$ cat config.mk
export PLATFORM = sky130hd
export DESIGN_NAME = gen_pipe_reg
export DESIGN_NICKNAME = d
export VERILOG_FILES = /design/src/rtl/gen_pipe_reg.sv
export SDC_FILE = /design/constraint.sdc
export NUM_CORES = 1
export LEC_CHECK = 0
export ABC_AREA = 1
export BUFFER_PORTS_ARGS = -buffer_cell sky130_fd_sc_hd__buf_2
export CAP_MARGIN = 25
export CORE_UTILIZATION = 35
export DETAILED_ROUTE_END_ITERATION = 10
export GPL_TIMING_DRIVEN = 0
export PLACE_DENSITY = 0.7
export SYNTH_ARGS = -nofsm -noshare
export SYNTH_HDL_FRONTEND = slang
export SYNTH_SLANG_ARGS = --single-unit
$ cat constraint.sdc
create_clock -name clk -period 2.5 [get_ports clk]
set_clock_uncertainty 0.15 [all_clocks]
set_input_delay 0.125 -clock clk [delete_from_list [all_inputs] [get_ports clk]]
set_output_delay 0.125 -clock clk [all_outputs]
set_load 0.05 [all_outputs]
$ cat src/rtl/gen_pipe_reg.sv
`timescale 1ns/1ps
// Pipeline register stage with valid/ready handshake; SKID=1 adds a second
// entry so in_ready_o comes straight from a flop.
module gen_pipe_reg #(
  parameter int unsigned      WIDTH   = 32,
  parameter logic [WIDTH-1:0] RST_VAL = '0,
  parameter bit               SKID    = 1'b0
) (
  input  logic             clk,
  input  logic             rst_n,
  input  logic             flush_i,
  input  logic             in_valid_i,
  input  logic [WIDTH-1:0] in_data_i,
  output logic             in_ready_o,
  output logic             out_valid_o,
  output logic [WIDTH-1:0] out_data_o,
  input  logic             out_ready_i,
  output logic [1:0]       count_o
);

  typedef enum logic [1:0] {
    ST_EMPTY = 2'd0,
    ST_ONE   = 2'd1,
    ST_TWO   = 2'd2
  } state_t;

  state_t           r_state;
  state_t           w_state_nxt;
  logic [WIDTH-1:0] r_main;
  logic             w_in_ready;
  logic             w_in_fire;
  logic             w_out_fire;

  assign out_valid_o = (r_state != ST_EMPTY);
  assign out_data_o  = r_main;
  assign count_o     = r_state;
  assign in_ready_o  = w_in_ready;
  assign w_in_fire   = in_valid_i & w_in_ready;
  assign w_out_fire  = out_valid_o & out_ready_i;

  // Occupancy: flush wins over everything, the illegal code falls back to EMPTY.
  always_comb begin
    w_state_nxt = ST_EMPTY;
    if (!flush_i) begin
      case (r_state)
        ST_EMPTY: w_state_nxt = w_in_fire ? ST_ONE : ST_EMPTY;
        ST_ONE: begin
          if (w_in_fire && !w_out_fire && SKID)
            w_state_nxt = ST_TWO;
          else if (!w_in_fire && w_out_fire)
            w_state_nxt = ST_EMPTY;
          else
            w_state_nxt = ST_ONE;
        end
        ST_TWO:   w_state_nxt = w_out_fire ? ST_ONE : ST_TWO;
        default:  w_state_nxt = ST_EMPTY;
      endcase
    end
  end

  always_ff @(posedge clk or negedge rst_n) begin
    if (!rst_n) r_state <= ST_EMPTY;
    else        r_state <= w_state_nxt;
  end

  generate
    if (SKID) begin : g_skid
      logic [WIDTH-1:0] r_skid;
      logic             r_in_ready;

      assign w_in_ready = r_in_ready;

      always_ff @(posedge clk or negedge rst_n) begin
        if (!rst_n) begin
          r_in_ready <= 1'b1;
          r_skid     <= RST_VAL;
          r_main     <= RST_VAL;
        end else begin
          r_in_ready <= (w_state_nxt != ST_TWO);
          if (!flush_i) begin
            // main always holds the oldest entry; skid only fills behind it
            if (r_state == ST_TWO && w_out_fire)
              r_main <= r_skid;
            else if (w_in_fire && (r_state == ST_EMPTY || (r_state == ST_ONE && w_out_fire)))
              r_main <= in_data_i;
            if (r_state == ST_ONE && w_in_fire && !w_out_fire)
              r_skid <= in_data_i;
          end
        end
      end
    end else begin : g_single
      assign w_in_ready = ~out_valid_o | out_ready_i;

      always_ff @(posedge clk or negedge rst_n) begin
        if (!rst_n)                  r_main <= RST_VAL;
        else if (!flush_i && w_in_fire) r_main <= in_data_i;
      end
    end
  endgenerate

endmodule

==> flow_summary.yaml <==
outcome:
  outcome: "complete, no violations"
synthesis:
  synth.cell_area_mm2: 0.00141
  ys_seq_area_frac: 0.603
  yosys.cell_types.count: 14
  syn_inst: 153
  syn_avg_cell_area_um2: 9.22
  ys_warn_count: 0
  ys_ff_latch: 34
  syn-num-nets: 190
global_routing:
  grt_pass1_wl_um: 5770
  grt_pass1_vias: 1340
  grt_overflow_total: 0
  track_usage: 0.178
  antenna_found_initial: 0
  grt_max_degree: 35
sta:
  setup_viol_count_final: 0
  tightest_slew_ns: 0.738
  drv_slew: 0
  fin_crit_sh: 0.710
  setup_tns_ns: 0
  setup_ws_ns: 0.724
  max_freq_ghz: 0.563
  layout_min_cycle_time_ns: 1.78
  hold_viol_final: 0
  rsz0062_at_grt: "false"
  max-slew-margin-rel: 0.508
cells_and_area:
  final_cell_mix: "75 x buf_2, 66 x nand2_1, 35 x dlygate4sd3_1, 34 x dfrtp_1, 32 x nand3_1"
  drive_gt1_frac: 0.340
  diodes: 0
  fill_cells: 321
  num-nets-final: 304
  area_growth_syn_to_layout_pct: 61.1
  final_common_cell: "buf_2"
run:
  cap_violations: 0
floorplan:
  die_area_mm2: 0.00429
  initial_utilization: 0.374
  die_w_um: 65.5
  io_pins: 73
  die_h_um: 65.5
  num_rows: 22
  core_mm2: 0.00377
cts:
  cts_buffers: 5
  ctsLongestPathBuffers: 2
  clock_sink_count: 34
  cts_resized: 0
  clockRootBuffer: "clkbuf_8"
  clk_pin_slew_ns: 0.06
  cts_tree: "built"
  htree_levels: 2
  postCtsSetupRepairBufs: 0
  clock_latency_ns: 0.27
hold_path:
  hold_class: "input port to register"
  worstHoldStart: "in_valid_i"
  min_path_cells: 3
  whs_endpoint: "count_o[0]"
pwr:
  pwr-share-seq: 0.408
  ir_drop_mv: 0.438
  p_comb_frac: 0.348
  power_uw: 1640
  clockPowerShare: 0.244
  cellLeakagePower_uw: 0.00128
  switching_power_uw: 631
  sw_frac_of_total: 0.385
  p_int_uw: 1010
  powerDensity_mw_per_mm2: 721
worst_setup_path:
  regToRegSetupSlack_ns: 1.03
  critPathCaptureType: "primary output"
  crit_required_ns: 2.23
  cp_max_fo: 10
  worstRegToRegCells: 2
  timing.rr.start: "count_o[0]"
  crit-reg2reg-capture: "count_o[1]"
  cp.arrival_ns: 1.50
  critPathLaunchType: "register"
  critPathKind: "register to primary output"
route:
  vias_per_cell: 4.59
  drtIter0Drc: 90
  firstDrtPassIters: 4
  routedWlPerCell_um: 11.2
  ant_nets: 0
  drc: 0
  wl_um: 3540
  vias: 1449
place:
  post-place-ws_ns: 1.00
  port_buffers: 72
  dp_hpwl_um: 2200
  gp_congestion: 0.807
-- cell usage after synthesis --
library cell | number | share of area
nand2_4 | 1 | 0.0080
nor4_1 | 1 | 0.0044
nand2_1 | 66 | 0.18
nor2_4 | 1 | 0.0080
buf_2 | 3 | 0.011
a21oi_1 | 1 | 0.0035
buf_4 | 3 | 0.016
o21ai_0 | 1 | 0.0035
nand3_1 | 32 | 0.11
nand4_1 | 1 | 0.0044
inv_1 | 5 | 0.013
buf_6 | 3 | 0.024
o21ai_4 | 1 | 0.012
dfrtp_1 | 34 | 0.60
-- area by class of cell --
cell class	count	area, µm²	area share
clock buffers	7	86.3	0.0380
well taps	48	60.1	0.0264
plain buffers	9	71.3	0.0314
multi-input cells	105	469	0.206
flip-flops and latches	34	851	0.374
inverters	5	18.8	0.00826
repair buffers	107	711	0.313
clock inverters	1	5.00	0.00220
-- registers in the layout, summed over array words and instances (netlist names) --
signal,count
out_data_o,32
count_o,2
-- critical path, stage by stage (launching register included) --
cell and delay, ns:
dfrtp_1 0.44, o21ai_4 0.29, buf_4 0.22, buf_2 0.28
-- metal layers --
metal / vias up / wire length [µm] / GRT usage
met3: 6 / 217 / 0.0469
met4: 0 / 37 / 0.0408
met1: 667 / 1590 / 0.212
met5: - / 0 / 0
met2: 59 / 1690 / 0.318
li1: 717 / - / -
-- through the flow --
| step | hold slack (ns) | cells | area (µm²) | util |
|---|---|---|---|---|
| floorplan | -0.321 | 153 | 1410 | - |
| global placement | 0.0904 | 273 | 1830 | 0.485 |
| detailed placement | 0.0887 | 273 | 1830 | 0.485 |
| CTS | 0.0206 | 316 | 2270 | 0.603 |
| global route | 0.0318 | 316 | 2270 | 0.603 |
| finish | 0.0258 | 316 | 2270 | 0.603 |
-- kinds of logic after synthesis --
family | share of synthesized area
AND/OR/NAND/NOR | 0.314
flip-flops | 0.603
buffers and inverters | 0.0639
AO/OA/AOI/OAI | 0.0186
-- worst max-delay path by stage --
stage          startpoint              to  slack (ns)  cells after the start
3_3_place_gp   count_o[0]      in_ready_o        1.01                      3
3_5_place_dp   count_o[0]      in_ready_o        1.00                      3
5_1_grt        count_o[0]      in_ready_o        0.64                      3
2_1_floorplan  count_o[0]  out_data_o[10]        0.95                      4
6_report       count_o[0]      in_ready_o        0.72                      3
4_1_cts        count_o[0]      in_ready_o        0.70                      3
-- power groups by stage --
| stage | Sequential, µW | Combinational [µW] | Clock [µW] |
|---|---|---|---|
| floorplan | 957 | 104 | 0 |
| global placement | 676 | 528 | 0 |
| detailed placement | 676 | 534 | 0 |
| CTS | 667 | 573 | 415 |
| global route | 677 | 608 | 439 |
| finish | 668 | 570 | 399 |
-- timing repair --
action,4_1_cts,5_1_grt
setup endpoints to repair,0,0
hold endpoints to repair,67,0
hold buffers,35,0
No activity file was read; power rests on OpenSTA's default activity.
